File: src/rtl/fwd_scoreboard_unit.sv
// EX-stage hazard unit: operand/store-data forwarding from NUM_STG write stages and a
// completion bus, plus a scoreboard that stalls on long-latency RAW, WAW and full conditions.
module fwd_scoreboard_unit #(
   parameter int NUM_STG  = 3,
   parameter int SB_DEPTH = 4,
   parameter int AW       = 5,
   parameter int CNT_W    = 16,
   localparam int SEL_W   = $clog2(NUM_STG + 2),
   localparam int CW      = $clog2(SB_DEPTH + 1)
) (
   input  logic                  clk,
   input  logic                  rst,
   input  logic [NUM_STG-1:0]    stg_we,
   input  logic [NUM_STG*AW-1:0] stg_rd,
   input  logic [AW-1:0]         ex_rs1,
   input  logic [AW-1:0]         ex_rs2,
   input  logic [1:0]            ex_use,
   input  logic [AW-1:0]         me_rs2,
   input  logic                  iss_valid,
   input  logic [AW-1:0]         iss_rd,
   input  logic                  cpl_valid,
   input  logic [AW-1:0]         cpl_rd,
   output logic [SEL_W-1:0]      fwd_a,
   output logic [SEL_W-1:0]      fwd_b,
   output logic [SEL_W-1:0]      fwd_c,
   output logic                  ex_stall,
   output logic [CW-1:0]         sb_count,
   output logic                  cpl_err,
   output logic [CNT_W-1:0]      stall_cnt
);

   logic [SB_DEPTH-1:0] ent_valid;
   logic [AW-1:0]       ent_rd [SB_DEPTH];

   logic [SB_DEPTH-1:0] cpl_match;
   logic [SB_DEPTH-1:0] valid_after;
   logic [SB_DEPTH-1:0] alloc_oh;
   logic [SB_DEPTH-1:0] valid_next;
   logic [CW-1:0]       count_next;
   logic                cpl_go;
   logic                cpl_miss;
   logic                iss_go;
   logic                iss_waw;
   logic                iss_full;
   logic                iss_accept;
   logic                pend_hit;
   logic                alloc_found;

   // Scan from oldest to youngest so the lowest matching stage overwrites older ones.
   function automatic logic [SEL_W-1:0] pick_src(input logic [AW-1:0] rs, input logic en,
                                                 input int unsigned first);
      logic [SEL_W-1:0] sel;
      sel = '0;
      if (en && (rs != '0)) begin
         if (cpl_valid && (cpl_rd == rs)) sel = SEL_W'(NUM_STG + 1);
         for (int unsigned i = NUM_STG; i > first; i--) begin
            if (stg_we[i-1] && (stg_rd[(i-1)*AW +: AW] == rs)) sel = SEL_W'(i);
         end
      end
      return sel;
   endfunction

   always_comb begin
      fwd_a = pick_src(ex_rs1, ex_use[0], 0);
      fwd_b = pick_src(ex_rs2, ex_use[1], 0);
      fwd_c = pick_src(me_rs2, 1'b1, 1);
   end

   always_comb begin
      pend_hit = 1'b0;
      for (int unsigned e = 0; e < SB_DEPTH; e++) begin
         if (ent_valid[e]) begin
            if (ex_use[0] && (ex_rs1 != '0) && (ex_rs1 == ent_rd[e]) && (fwd_a == '0))
               pend_hit = 1'b1;
            if (ex_use[1] && (ex_rs2 != '0) && (ex_rs2 == ent_rd[e]) && (fwd_b == '0))
               pend_hit = 1'b1;
         end
      end
   end

   // Completion is applied before the issue checks, so a slot or rd freed this cycle
   // is immediately available to a same-cycle issue.
   always_comb begin
      cpl_go = cpl_valid && (cpl_rd != '0);
      for (int unsigned e = 0; e < SB_DEPTH; e++)
         cpl_match[e] = cpl_go && ent_valid[e] && (ent_rd[e] == cpl_rd);
      cpl_miss    = cpl_go && (cpl_match == '0);
      valid_after = ent_valid & ~cpl_match;

      iss_go  = iss_valid && (iss_rd != '0);
      iss_waw = 1'b0;
      for (int unsigned e = 0; e < SB_DEPTH; e++)
         if (valid_after[e] && (ent_rd[e] == iss_rd)) iss_waw = 1'b1;
      iss_full   = &valid_after;
      ex_stall   = pend_hit || (iss_go && (iss_full || iss_waw));
      iss_accept = iss_go && !ex_stall;

      alloc_oh    = '0;
      alloc_found = 1'b0;
      for (int unsigned e = 0; e < SB_DEPTH; e++) begin
         if (!valid_after[e] && !alloc_found) begin
            alloc_oh[e] = 1'b1;
            alloc_found = 1'b1;
         end
      end

      valid_next = valid_after | (iss_accept ? alloc_oh : '0);
      count_next = '0;
      for (int unsigned e = 0; e < SB_DEPTH; e++)
         count_next = count_next + CW'(valid_next[e]);
   end

   always_ff @(posedge clk) begin
      if (rst) begin
         ent_valid <= '0;
         sb_count  <= '0;
         cpl_err   <= 1'b0;
         stall_cnt <= '0;
         for (int unsigned e = 0; e < SB_DEPTH; e++) ent_rd[e] <= '0;
      end else begin
         ent_valid <= valid_next;
         sb_count  <= count_next;
         if (cpl_miss) cpl_err <= 1'b1;
         if (ex_stall && (stall_cnt != '1)) stall_cnt <= stall_cnt + 1'b1;
         for (int unsigned e = 0; e < SB_DEPTH; e++)
            if (iss_accept && alloc_oh[e]) ent_rd[e] <= iss_rd;
      end
   end

endmodule

File: config.mk
export PLATFORM = sky130hd
export DESIGN_NAME = fwd_scoreboard_unit
export DESIGN_NICKNAME = d
export VERILOG_FILES = /design/src/rtl/fwd_scoreboard_unit.sv
export SDC_FILE = /design/constraint.sdc
export NUM_CORES = 1
export LEC_CHECK = 0
export CAP_MARGIN = 20
export CORE_MARGIN = 3
export CORE_UTILIZATION = 50
export CTS_CLUSTER_DIAMETER = 30
export DETAILED_ROUTE_END_ITERATION = 8
export PLACE_DENSITY = 0.85
export SYNTH_ARGS = -nofsm -noshare
export SYNTH_HDL_FRONTEND = slang
export SYNTH_SLANG_ARGS = --single-unit
File: constraint.sdc
create_clock -name clk -period 12 [get_ports clk]
set_input_delay 1.2 -clock clk [delete_from_list [all_inputs] [get_ports clk]]
set_output_delay 1.2 -clock clk [all_outputs]
set_load 0.005 [all_outputs]
Word level (Yosys, flattened, before mapping)

Memories as Yosys holds them, arrays and structs flattened.
Index checks and enable logic that the tools add are counted.

Bitwise gates (word level): 7
Reduce and logical (&&, ||, !) cells: 71
Equality and inequality tests: 28
$add $sub $neg: 4
Muxes and demuxes: 55

Operators by type and width:

| cell                  | number |
|---|---|
| $eq 5x5->1            | 27 |
| $logic_and 1x1->1     | 54 |
| $mux 3                | 14 |
| $mux 1                | 36 |
| $reduce_bool 5->1     | 5 |
| $mux 5                | 4 |
| $add 16x1->16 const B | 1 |
| $ne 16x16->1 const B  | 1 |
| $logic_not 1->1       | 6 |
| $logic_not 3->1       | 2 |
| $and 4x4->4           | 1 |
| $logic_not 4->1       | 1 |
| $mux 4                | 1 |
| $not 4->4             | 1 |
| $or 1x1->1            | 4 |
| $or 4x4->4            | 1 |
| $reduce_and 4->1      | 1 |
| $add 2x1->3           | 1 |
| $add 3x1->3           | 1 |
| $add 1x1->2           | 1 |
| $logic_or 1x1->1      | 2 |

Memories: 1
Bits of input ports: 49
Logic and storage cells: 170
Bits in writable memories: 20
Register bits: 24
Output and inout bits: 30

Memory list:

| memory | words | bits a word | rd ports | clocked after Yosys merged registers in | write ports | line | source |
|---|---|---|---|---|---|---|---|
| ent_rd | 4     | 5           | 4        | 0                                       | 4           | 33   | `logic [AW-1:0] ent_rd [SB_DEPTH];` |

Logic depth before layout (Yosys ltp)

Gate-level depths: netlist of the first run.

Depth after elaboration: 29
Mapped depth: 16
Gate-level depth less buffers: 13

Least setup slack after synthesis of the first run

No wires, ideal clock.

Kind: in2reg
Start: input port ex_rs1[2]
End: register sb_count[1]
Required time: 11.873 ns
Path slack: 7.234 ns
Stages on the path: 15
Setup time: 0.127 ns
Arrival time: 4.639 ns
Path buffers: 3
Path through: buf_4 > or4_4 > o21ai_2 > a31o_2 > nor3_2 > a22o_1 > or4b_1 > buf_2 > or4_1 > buf_2 > nand2_1 > fa_1 > ha_1 > ha_1 > nor2b_1

Elaborated cells between the ends (all ways): 48
Classes of those cells: 3 x add/sub; 8 x eq/ne; 18 x mux; 1 x bitwise; 18 x reduce/logical

RTL lines:

| element                | line | source |
|---|---|---|
| start: declaration     | 15   | `input logic [AW-1:0] ex_rs1,` |
| $eq 5x5->1             | 55   | `if (cpl_valid && (cpl_rd == rs)) sel = SEL_W'(NUM_STG + 1);` |
| $logic_and 1x1->1      | 55   |  |
| $mux 3                 | 55   |  |
| $mux 3 (3 in series)   | 57   | `if (stg_we[i-1] && (stg_rd[(i-1)*AW +: AW] == rs)) sel = SEL_W'(i);` |
| $mux 3                 | 54   | `if (en && (rs != '0)) begin` |
| $logic_not 3->1        | 73   | `if (ex_use[0] && (ex_rs1 != '0) && (ex_rs1 == ent_rd[e]) && (fwd_a == '0))` |
| $logic_and 1x1->1      | 73   |  |
| $mux 1                 | 73   |  |
| [11 not listed]        | -    |  |
| $logic_or 1x1->1 *     | 95   | `ex_stall = pend_hit \|\| (iss_go && (iss_full \|\| iss_waw));` |
| $logic_not 1->1 *      | 96   | `iss_accept = iss_go && !ex_stall;` |
| $logic_and 1x1->1 *    | 96   |  |
| $mux 4 *               | 107  | `valid_next = valid_after \| (iss_accept ? alloc_oh : '0);` |
| $or 4x4->4 *           | 107  |  |
| net valid_next[3]      | 38   | `logic [SB_DEPTH-1:0] valid_next;` |
| $add 3x1->3 *          | 110  | `count_next = count_next + CW'(valid_next[e]);` |
| net count_next[1]      | 39   | `logic [CW-1:0] count_next;` |
| end signal: assignment | 122  | `sb_count <= count_next;` |
| end: declaration       | 27   | `output logic [CW-1:0] sb_count,` |

Mark *: on every way through the listed nets, which the timed path passes. The rest lies on a longest branch.
A chain may end at the register's enable or synchronous reset.

Worst setup path in the final report of the first run

Start: input port cpl_rd[3]
End: output port ex_stall

Longest elaborated chain between the ends: 22
Elaborated cells between the ends (all ways): 64
Classes of those cells: 6 x eq/ne; 26 x mux; 2 x bitwise; 30 x reduce/logical

RTL lines:

| element              | line | source |
|---|---|---|
| start: declaration   | 22   | `input logic [AW-1:0] cpl_rd,` |
| $eq 5x5->1           | 55   |  |
| $logic_and 1x1->1    | 55   |  |
| $mux 3               | 55   |  |
| $mux 3 (3 in series) | 57   |  |
| $mux 3               | 54   |  |
| $logic_not 3->1      | 73   |  |
| $logic_and 1x1->1    | 73   |  |
| $mux 1               | 73   |  |
| [4 not listed]       | -    |  |
| $mux 1               | 72   | `if (ent_valid[e]) begin` |
| $mux 1               | 73   |  |
| $mux 1               | 75   | `if (ex_use[1] && (ex_rs2 != '0) && (ex_rs2 == ent_rd[e]) && (fwd_b == '0))` |
| $mux 1               | 72   |  |
| $mux 1               | 73   |  |
| $mux 1               | 75   |  |
| $mux 1               | 72   |  |
| $logic_or 1x1->1 *   | 95   |  |
| end: declaration     | 26   | `output logic ex_stall,` |

Every way passes the cells marked *; elsewhere a longest branch is shown, timed or not.

==> summary.md, run 1 <==
| Metric | Value |
|---|---|
| Outcome | finished, final reports clean |
| Most frequent cell after synthesis | xor2_1 |
| Worst path most repeated cell | clkdlybuf4s50_1 |
| Routed Antenna Nets | 0 |
| First-pass GRT wire length | about 17000 um |
| Final setup TNS | 0 ns |
| PD cells | ~83 mW/mm2 |
| Initial core utilization | 0.531 |
| CP Launch Type | input port |
| Mapped Cells | 450 |
| Final core occ | 0.641 |
| Most frequent cells after synthesis | xor2_1 (85), xnor2_1 (51), nor2_1 (38), nand3_1 (25), dfxtp_1 (24) |
| RSZ-0062 raised after global routing | false |
| Post-synth EDFFs | 20 |
| Cell taking the most area after synthesis | xor2_1 |
| Max_slew headroom | 0.581 |
| Final Cycle Share | 0.468 |
| Vias per cell | 5.79 |
| Req. time, crit path | between 10 and 15 ns |
| CP max FO | 8 |
| WL/cell | 18.3 um |
| Total of max-cap violations | 0 |
| Cts bufs inserted | 5 |
| CP Class | in2out |
| Post_cts resized | 0 |
| LEAKAGE | 1.75 nW |
| IO buf count | between 70 and 80 |
| Period minus WS final | approximately 5.6 ns |
| Number of global-route vias before repair | 3365 |
| Register bit count reported by yosys | 44 |
| DRT Pass-1 Iters | 5 |
| VDD IR max | 0.0775 mV |
| Pins over their slew limit | 0 |
| Placed Cells | around 590 |
| CTS clk-pin slew, worst paths | about 0.080 ns |
| Mapped Nets | between 500 and 600 |
| Initial antenna violation count | 0 |
| Hold Crit Class | reg2reg |
| Non-Filler Instances | between 500 and 600 |
| H-tree levels | 2 |
| Synth-to-Final Area Change | 20.7% |
| Synth Warn # | 0 |
| CP delay by family, top | compound AO/OA/AOI/OAI gates |
| CP max-delay cell | clkdlybuf4s50_1 |
| DR iter-0 viols | around 370 |
| Die Y | approximately 95 um |
| CP Data Arrival Time | about 4.4 ns |
| RD Place Congestion | 0.957 |
| Detailed placement HPWL | roughly 8400 um |
| Synth Cell Area | roughly 0.004 mm2 |
| Most used DFF post-synth | dfxtp_1 |
| Die width | between 90 and 100 um |
| Post-Layout Inst Area | 0.00477 mm2 |
| Reg2reg start | ent_rd[3][3]$_SDFFCE_PN0P_ |
| Critical path's largest stage delay | 0.67 ns |
| Top post-synthesis cells by area | xor2_1 (19%), edfxtp_1 (15%), dfxtp_1 (12%), xnor2_1 (11%), nor2_1 (3.6%) |
| Die area | about 0.009 mm2 |
| Final setup viols | 0 |
| Post-synth cell types | 52 |
| TritonCTS Sinks | between 40 and 50 |
| Fmax | roughly 180 MHz |
| # diodes | 0 |
| Fillers | between 600 and 700 |
| Min-delay src | cpl_err$_SDFFE_PP0P_ |
| TritonCTS clock tree | built |
| Critical Path Source | cpl_rd[3] |
| Final net count | 552 |
| Ports | between 70 and 80 |
| Final hold vios | 0 |
| Seq/Total Area, Yosys | 0.274 |
| Clk buf depth | 2 |
| Overflow after GRT | 0 |
| Clock Latency Late Sink | around 0.30 ns |
| Core area | 0.00745 mm2 |
| Top cell type's share of synthesized area | 0.188 |
| GR Util All Layers | 0.243 |
| Pin count of the biggest net entering global routing | just over 40 |
| Via count | 3469 |
| CP Capture Type | primary output |
| Dpl cell area | about 0.0047 mm2 |
| Cell chain of the critical path | clkdlybuf4s50_1 -> or4_4 -> o21ai_4 -> o31ai_2 -> o31a_1 -> o221a_1 -> o22ai_1 -> or2_2 -> clkdlybuf4s50_1 |
| Mean Syn Cell Area | 8.78 um2 |
| Layout Skew | around 0.012 ns |
| Standard-cell rows | 31 |
| Cts hold-fix bufs | 0 |
| Asr flop ratio synth | 0 |
| Final WL | ~11000 um |
| Worst Tran Pin Value | approximately 0.63 ns |
| Postcts setup bufs | 0 |
| Ratio of cells with drive above 1 in the final layout | 0.0780 |
| Clock root cell | clkbuf_8 |
| CP bufs+invs | 2 |
| DRC | 0 |
==> path summary, 6_finish.rpt <==
kind	endpoint	slack [ns]	cells after the start
worst max-delay path	ex_stall	6.38	9
worst min-delay path	cpl_err$_SDFFE_PP0P_	0.55	3
worst max register to register	sb_count[1]$_SDFF_PP0_	7.61	13
worst min register to register	cpl_err$_SDFFE_PP0P_	0.55	3
==> cell usage in the layout, fill, tap and decap left out, drive strengths merged, types with 13 or more instances in the layout <==
cell type and count:
clkdlybuf4s50 78, and3 16, a21oi 16, nand2b 13
edfxtp 20, nand3 25, nor4 19, xor2 85
xnor2 51, dfxtp 24, nor2 43
==> power breakdown <==
group	switching [mW]	leakage [nW]	internal, mW
logic	0.0529	1.29	0.0502
registers	0.0113	0.404	0.163
clock network	0.0506	0.0614	0.0681
==> per-layer routing <==
layer,vias to the layer above,part of all wire,global-route usage
met5,-,0,0
met4,0,0.021,0.0673
met3,34,0.076,0.0359
met2,168,0.49,0.413
met1,1633,0.41,0.320
li1,1634,-,-
==> sequential cells by signal, summed over array words and instances (netlist names) <==
name	cells
cpl_err	1
ent_rd	20
ent_valid	4
sb_count	3
stall_cnt	16
==> logic make-up (layout without fill, tap and decap cells) <==
kind of cell / Yosys count / after routing / share of synthesized area
compound gates: 46 / 46 / 0.0931
xor+xnor: 136 / 136 / 0.301
fa+ha+maj: 4 / 4 / 0.0146
buf+inv: 48 / 98 / 0.0646
flops: 44 / 44 / 0.274
mux: 7 / 7 / 0.0196
simple gates: 165 / 165 / 0.233
==> worst min-delay path, cell delays in order (launching register included) <==
cell     delay (ns)
dfxtp_1        0.32
inv_1          0.05
o41a_1         0.12
nor2_1         0.03
==> stage by stage <==
| step | hold slack (ns) | total power [mW] | worst slack, ns |
|---|---|---|---|
| 2_1_floorplan | 0.506 | 0.243 | 7.23 |
| 3_3_place_gp | 0.531 | 0.275 | 6.29 |
| 3_5_place_dp | 0.549 | 0.278 | 6.23 |
| 4_1_cts | 0.557 | 0.397 | 6.43 |
| 5_1_grt | 0.596 | 0.413 | 6.17 |
| 6_report | 0.553 | 0.396 | 6.38 |
==> final cells by class <==
type	count	area [um2]	share of cell area
clock buffer	6	82.6	0.0173
clock inverter	2	38.8	0.00813
inverter	11	41.3	0.00865
multi-input combinational	358	2620	0.548
sequential	44	1080	0.227
tap	99	124	0.0260
timing repair buffer	79	788	0.165
(Power assumes the default switching activity.)
==> run 2, diff against run 1 <==
==> constraint.sdc (replaced) <==
create_clock -name clk -period 5.9 [get_ports clk]
set_input_delay 0.59 -clock clk [delete_from_list [all_inputs] [get_ports clk]]
set_output_delay 0.59 -clock clk [all_outputs]
set_load 0.005 [all_outputs]
==> summary.md, run 2 (same netlist as run 1, synthesis figures left out) <==
| Metric | Value |
|---|---|
| Outcome | finished, final reports clean |
| Final hold vios | 0 |
| Period minus WS final | 5.05 ns |
| Initial antenna violation count | 0 |
| CP Class | in2reg |
| Synth-to-Final Area Change | 20.6% |
| WL/cell | 18.3 um |
| H-tree levels | 2 |
| TritonCTS clock tree | built |
| Fillers | 622 |
| Pins over their slew limit | 0 |
| Worst R2R Path Depth | 13 |
| First-pass GRT wire length | approximately 18000 um |
| Fmax | ~200 MHz |
| Req. time, crit path | around 6.1 ns |
| IO buf count | around 80 |
| Dpl cell area | approximately 0.0047 mm2 |
| Reg2reg start | ent_rd[2][2]$_SDFFCE_PN0P_ |
| Max_slew headroom | 0.575 |
| Cts hold-fix bufs | 0 |
| Core area | ~0.0074 mm2 |
| DRT Pass-1 Iters | 5 |
| Pre-CTS setup slack | approximately 0.67 ns |
| Final setup viols | 0 |
| Die width | about 95 um |
| CP Capture Type | register |
| CP Launch Type | input port |
| # diodes | 0 |
| Largest regs | ent_rd: 20 flops, stall_cnt: 16 flops, ent_valid: 4 flops |
| Final net count | ~550 |
| Layout Skew | approximately 0.0087 ns |
| Hold Path Sink | cpl_err$_SDFFE_PP0P_ |
| Max reg flops | 20 |
| GR Util All Layers | 0.248 |
| Initial core utilization | 0.531 |
| CP max FO | 8 |
| VDD IR max | approximately 0.11 mV |
| Die Y | about 95 um |
| Most frequent cells in the layout | xor2_1 (85), clkdlybuf4s50_1 (78), xnor2_1 (51) |
| Top reg by flops | ent_rd |
| RD Place Congestion | approximately 1 |
| Overflow after GRT | 0 |
| TritonCTS Sinks | 44 |
| Routed Antenna Nets | 0 |
| Pin count of the biggest net entering global routing | 41 |
| Final Cycle Share | 0.855 |
| Clock root cell | clkbuf_8 |
| Clk buf depth | 2 |
| Post_cts resized | 0 |
| RSZ-0062 raised after global routing | false |
| CTS clk-pin slew, worst paths | roughly 0.09 ns |
| PD cells | between 150 and 200 mW/mm2 |
| Final WL | 11000 um |
| Cts bufs inserted | 5 |
| Hold Crit Class | reg2reg |
| LEAKAGE | between 1.5 and 2 nW |
| Via count | 3515 |
| Vias per cell | about 5.9 |
| Ratio of cells with drive above 1 in the final layout | 0.0798 |
| Hold depth | 3 |
| Final worst slack | roughly 0.85 ns |
| Commonest non-fill, non-tap cell in the layout | xor2_1 |
| Min-delay src | cpl_err$_SDFFE_PP0P_ |
| Number of global-route vias before repair | ~3500 |
| Total of max-cap violations | 0 |
| CP Data Arrival Time | about 5.2 ns |
| Detailed placement HPWL | between 8000 and 9000 um |
| R2R Path End | sb_count[1]$_SDFF_PP0_ |
| Worst Tran Pin Value | around 0.63 ns |
| Overall Power | 0.787 mW |
| Die area | 0.00901 mm2 |
| Clock Latency Late Sink | approximately 0.30 ns |
| Ports | 79 |
| Postcts setup bufs | 0 |
| DRC | 0 |
| Standard-cell rows | 31 |
| Final setup TNS | 0 ns |
| R2R Setup Slk | roughly 1.4 ns |
| Post-Layout Inst Area | roughly 0.0048 mm2 |
| DR iter-0 viols | a little over 300 |
==> run 2: metrics by stage <==
step	std cells	utilization	hold WS (ns)
final	600	0.640	0.560
after global routing	600	0.640	0.596
after CTS	600	0.640	0.559
after detailed placement	592	0.626	0.544
after global placement	592	0.626	0.531
after floorplan	450	-	0.506
==> run 2: how the worst max path moves through the flow <==
stage	to	start	slack, ns
global route	sb_count[1]$_SDFF_PP0_	cpl_rd[2]	0.64
CTS	sb_count[1]$_SDFF_PP0_	cpl_rd[2]	0.93
finish	sb_count[1]$_SDFF_PP0_	cpl_rd[2]	0.85
detailed placement	sb_count[1]$_SDFF_PP0_	cpl_rd[2]	0.67
global placement	sb_count[1]$_SDFF_PP0_	cpl_rd[3]	0.84
floorplan	sb_count[1]$_SDFF_PP0_	ex_rs1[2]	1.74
==> run 2: worst max-delay path, cell delays in order <==
cell,delay [ns]
clkdlybuf4s50_1,0.70
xnor2_1,0.33
nand4_1,0.19
o31ai_2,0.47
o31a_1,0.23
o221a_1,0.20
o21ai_0,0.07
or4b_1,0.59
or4_1,0.61
nand2_1,0.16
fa_1,0.43
ha_1,0.21
ha_1,0.28
nor2b_1,0.14
==> run 2: layout make-up <==
class,instances,area (um2),share of cell area
Multi-Input combinational cell,358,2620,0.549
Inverter,11,41.3,0.00866
Clock buffer,6,93.8,0.0197
Tap cell,99,124,0.0260
Timing Repair Buffer,80,796,0.167
Clock inverter,2,16.3,0.00341
Sequential cell,44,1080,0.227
==> run 2: layer usage <==
layer,GRT usage,wire length (um)
met2,0.416,5340
met3,0.0446,1010
met4,0.0865,223
met1,0.320,4400
met5,0,0
==> run 2: power by group <==
group | internal, mW | total [mW] | switching (mW)
clock network | 0.111 | 0.221 | 0.111
registers | 0.331 | 0.354 | 0.0230
logic | 0.102 | 0.212 | 0.109
==> run 3, diff against run 2 <==
--- a/config.mk
+++ b/config.mk
@@ -7,10 +7,11 @@
 export LEC_CHECK = 0
 export CAP_MARGIN = 20
 export CORE_MARGIN = 3
-export CORE_UTILIZATION = 50
+export CORE_UTILIZATION = 30
 export CTS_CLUSTER_DIAMETER = 30
 export DETAILED_ROUTE_END_ITERATION = 8
-export PLACE_DENSITY = 0.85
+export HOLD_SLACK_MARGIN = 0.15
+export PLACE_DENSITY = 0.58
 export SYNTH_ARGS = -nofsm -noshare
 export SYNTH_HDL_FRONTEND = slang
 export SYNTH_SLANG_ARGS = --single-unit
==> summary.md, run 3 (same netlist as run 1, synthesis figures left out) <==
| Metric | Value |
|---|---|
| Outcome | finished, final reports clean |
| Most frequent cells in the layout | xor2_1 (85), clkdlybuf4s50_1 (78), xnor2_1 (51) |
| Hold depth | 2 |
| PD cells | roughly 180 mW/mm2 |
| CP Class | in2reg |
| Clock root cell | clkbuf_16 |
| Final WL | around 11000 um |
| Pin count of the biggest net entering global routing | 33 |
| Placed Cells | 665 |
| Critical path's largest stage delay | 0.71 ns |
| CP Capture Point | sb_count[1]$_SDFF_PP0_ |
| CP max-delay cell | clkdlybuf4s50_1 |
| RSZ-0062 raised after global routing | false |
| Total of max-cap violations | 0 |
| R2R Path End | sb_count[1]$_SDFF_PP0_ |
| Commonest non-fill, non-tap cell in the layout | xor2_1 |
| Final net count | approximately 550 |
| Die Y | 121 um |
| Die area | 0.0146 mm2 |
| Initial antenna violation count | 0 |
| Fillers | approximately 1300 |
| CP Launch Type | input port |
| Final Cycle Share | 0.856 |
| Core area | between 0.01 and 0.015 mm2 |
| Vias per cell | roughly 5 |
| Ports | between 70 and 80 |
| Non-Filler Instances | between 600 and 700 |
| Top reg by flops | ent_rd |
| Via count | 3372 |
| Routed Antenna Nets | 0 |
| VDD IR max | between 0.1 and 0.15 mV |
| # diodes | 0 |
| Cell chain of the critical path | clkdlybuf4s50_1 -> xor2_1 -> nor3_1 -> nand3_1 -> o21ai_0 -> o221a_1 -> o21ai_0 -> or4b_1 -> or4_1 -> nand2_1 -> fa_1 -> ha_1 -> ha_1 -> nor2b_1 |
| Clock Latency Late Sink | ~0.28 ns |
| WL/cell | ~17 um |
| Post_cts resized | 0 |
| Final setup TNS | 0 ns |
| FF/Latch Area | between 0.001 and 0.0015 mm2 |
| Detailed placement HPWL | about 8600 um |
| Fin Hold WS | roughly 0.56 ns |
| LEAKAGE | 1.78 nW |
| Standard-cell rows | just over 40 |
| GR Util All Layers | 0.160 |
| Max reg flops | 20 |
| Die width | approximately 120 um |
| H-tree levels | 2 |
| DR iter-0 viols | around 200 |
| TritonCTS Sinks | 44 |
| IO buf count | between 70 and 80 |
| CP max FO | 8 |
| Pins over their slew limit | 0 |
| R2R Setup Slk | ~1.4 ns |
| Cts bufs inserted | 5 |
| Final hold vios | 0 |
| Worst Tran Pin Value | roughly 0.68 ns |
| Synth-to-Final Area Change | 24.5% |
| Fmax | 198 MHz |
| Number of global-route vias before repair | around 3500 |
| Final core occ | 0.385 |
| DRT Pass-1 Iters | 4 |
| Overflow after GRT | 0 |
| CTS clk-pin slew, worst paths | 0.06 ns |
| Req. time, crit path | 6.06 ns |
| Hold Crit Class | reg2reg |
| CP Capture Type | register |
| Worst R2R Path Depth | 13 |
| Max_slew headroom | 0.548 |
| DRC | 0 |
| Post-Layout Inst Area | a little under 0.005 mm2 |
| Postcts setup bufs | 0 |
| Layout Skew | approximately 0.0089 ns |
| First-pass GRT wire length | between 15000 and 20000 um |
| Period minus WS final | roughly 5.1 ns |
| Ratio of cells with drive above 1 in the final layout | 0.0798 |
| Final setup viols | 0 |
| Largest regs | ent_rd: 20 flops, stall_cnt: 16 flops, ent_valid: 4 flops |
| Clk buf depth | 2 |
| Initial core utilization | 0.309 |
| Cts hold-fix bufs | 0 |
| CP Data Arrival Time | roughly 5.2 ns |
| Reg2reg start | ent_rd[3][3]$_SDFFCE_PN0P_ |
| Dpl cell area | approximately 0.0047 mm2 |
| TritonCTS clock tree | built |
| Footprint of the multi-input gates | ~0.0026 mm2 |
| Critical Path Source | cpl_rd[3] |
| RD Place Congestion | 0.873 |
==> run 3: changes by cell type in the layout (fill, tap and decap cells not counted), sizes merged <==
cell	delta
bufinv	+1
inv	+1
clkinvlp	-1
clkbuf	-1
==> run 3: cell type report <==
type	instances	area share
Multi-Input combinational cell	358	0.532
Sequential cell	44	0.220
Timing Repair Buffer	80	0.162
Tap cell	172	0.0437
Clock buffer	5	0.0254
Clock inverter	3	0.00916
Inverter	11	0.00839
==> run 3: where the power goes <==
group	switching, mW	internal (mW)
clock	0.114	0.201
sequential	0.0217	0.332
combinational	0.108	0.102
total	0.244	0.635
==> run 3: routing by layer <==
layer / GRT usage / routed length [um] / vias to the layer above
li1: - / - / 1630
met1: 0.205 / 5130 / 1601
met2: 0.276 / 5430 / 127
met3: 0.0262 / 731 / 14
met4: 0.0482 / 191 / 0
met5: 0 / 0 / -
==> run 3: worst max-delay path: cells and delay by family <==
kind | cells | cell delay [ns]
XOR/XNOR | 1 | 0.28
AO/OA/AOI/OAI | 3 | 0.85
adder cells (fa/ha/maj) | 3 | 0.91
AND/OR/NAND/NOR | 6 | 1.86
buffers and inverters | 1 | 0.71
==> run 3: worst min path at each step <==
stage                                    from                        end  slack [ns]
finish                ent_valid[1]$_SDFF_PP0_    ent_valid[1]$_SDFF_PP0_        0.56
CTS                   ent_valid[1]$_SDFF_PP0_    ent_valid[1]$_SDFF_PP0_        0.56
floorplan             ent_valid[1]$_SDFF_PP0_    ent_valid[1]$_SDFF_PP0_        0.51
global placement    stall_cnt[1]$_SDFFE_PP0P_  stall_cnt[1]$_SDFFE_PP0P_        0.53
global route          ent_valid[1]$_SDFF_PP0_    ent_valid[1]$_SDFF_PP0_        0.58
detailed placement    ent_valid[1]$_SDFF_PP0_    ent_valid[1]$_SDFF_PP0_        0.55
==> run 3: through the flow <==
step	setup WS [ns]	total power, mW
floorplan	1.74	0.494
finish	0.848	0.879
global placement	0.627	0.566
detailed placement	0.586	0.570
CTS	0.858	0.889
global route	0.654	0.922
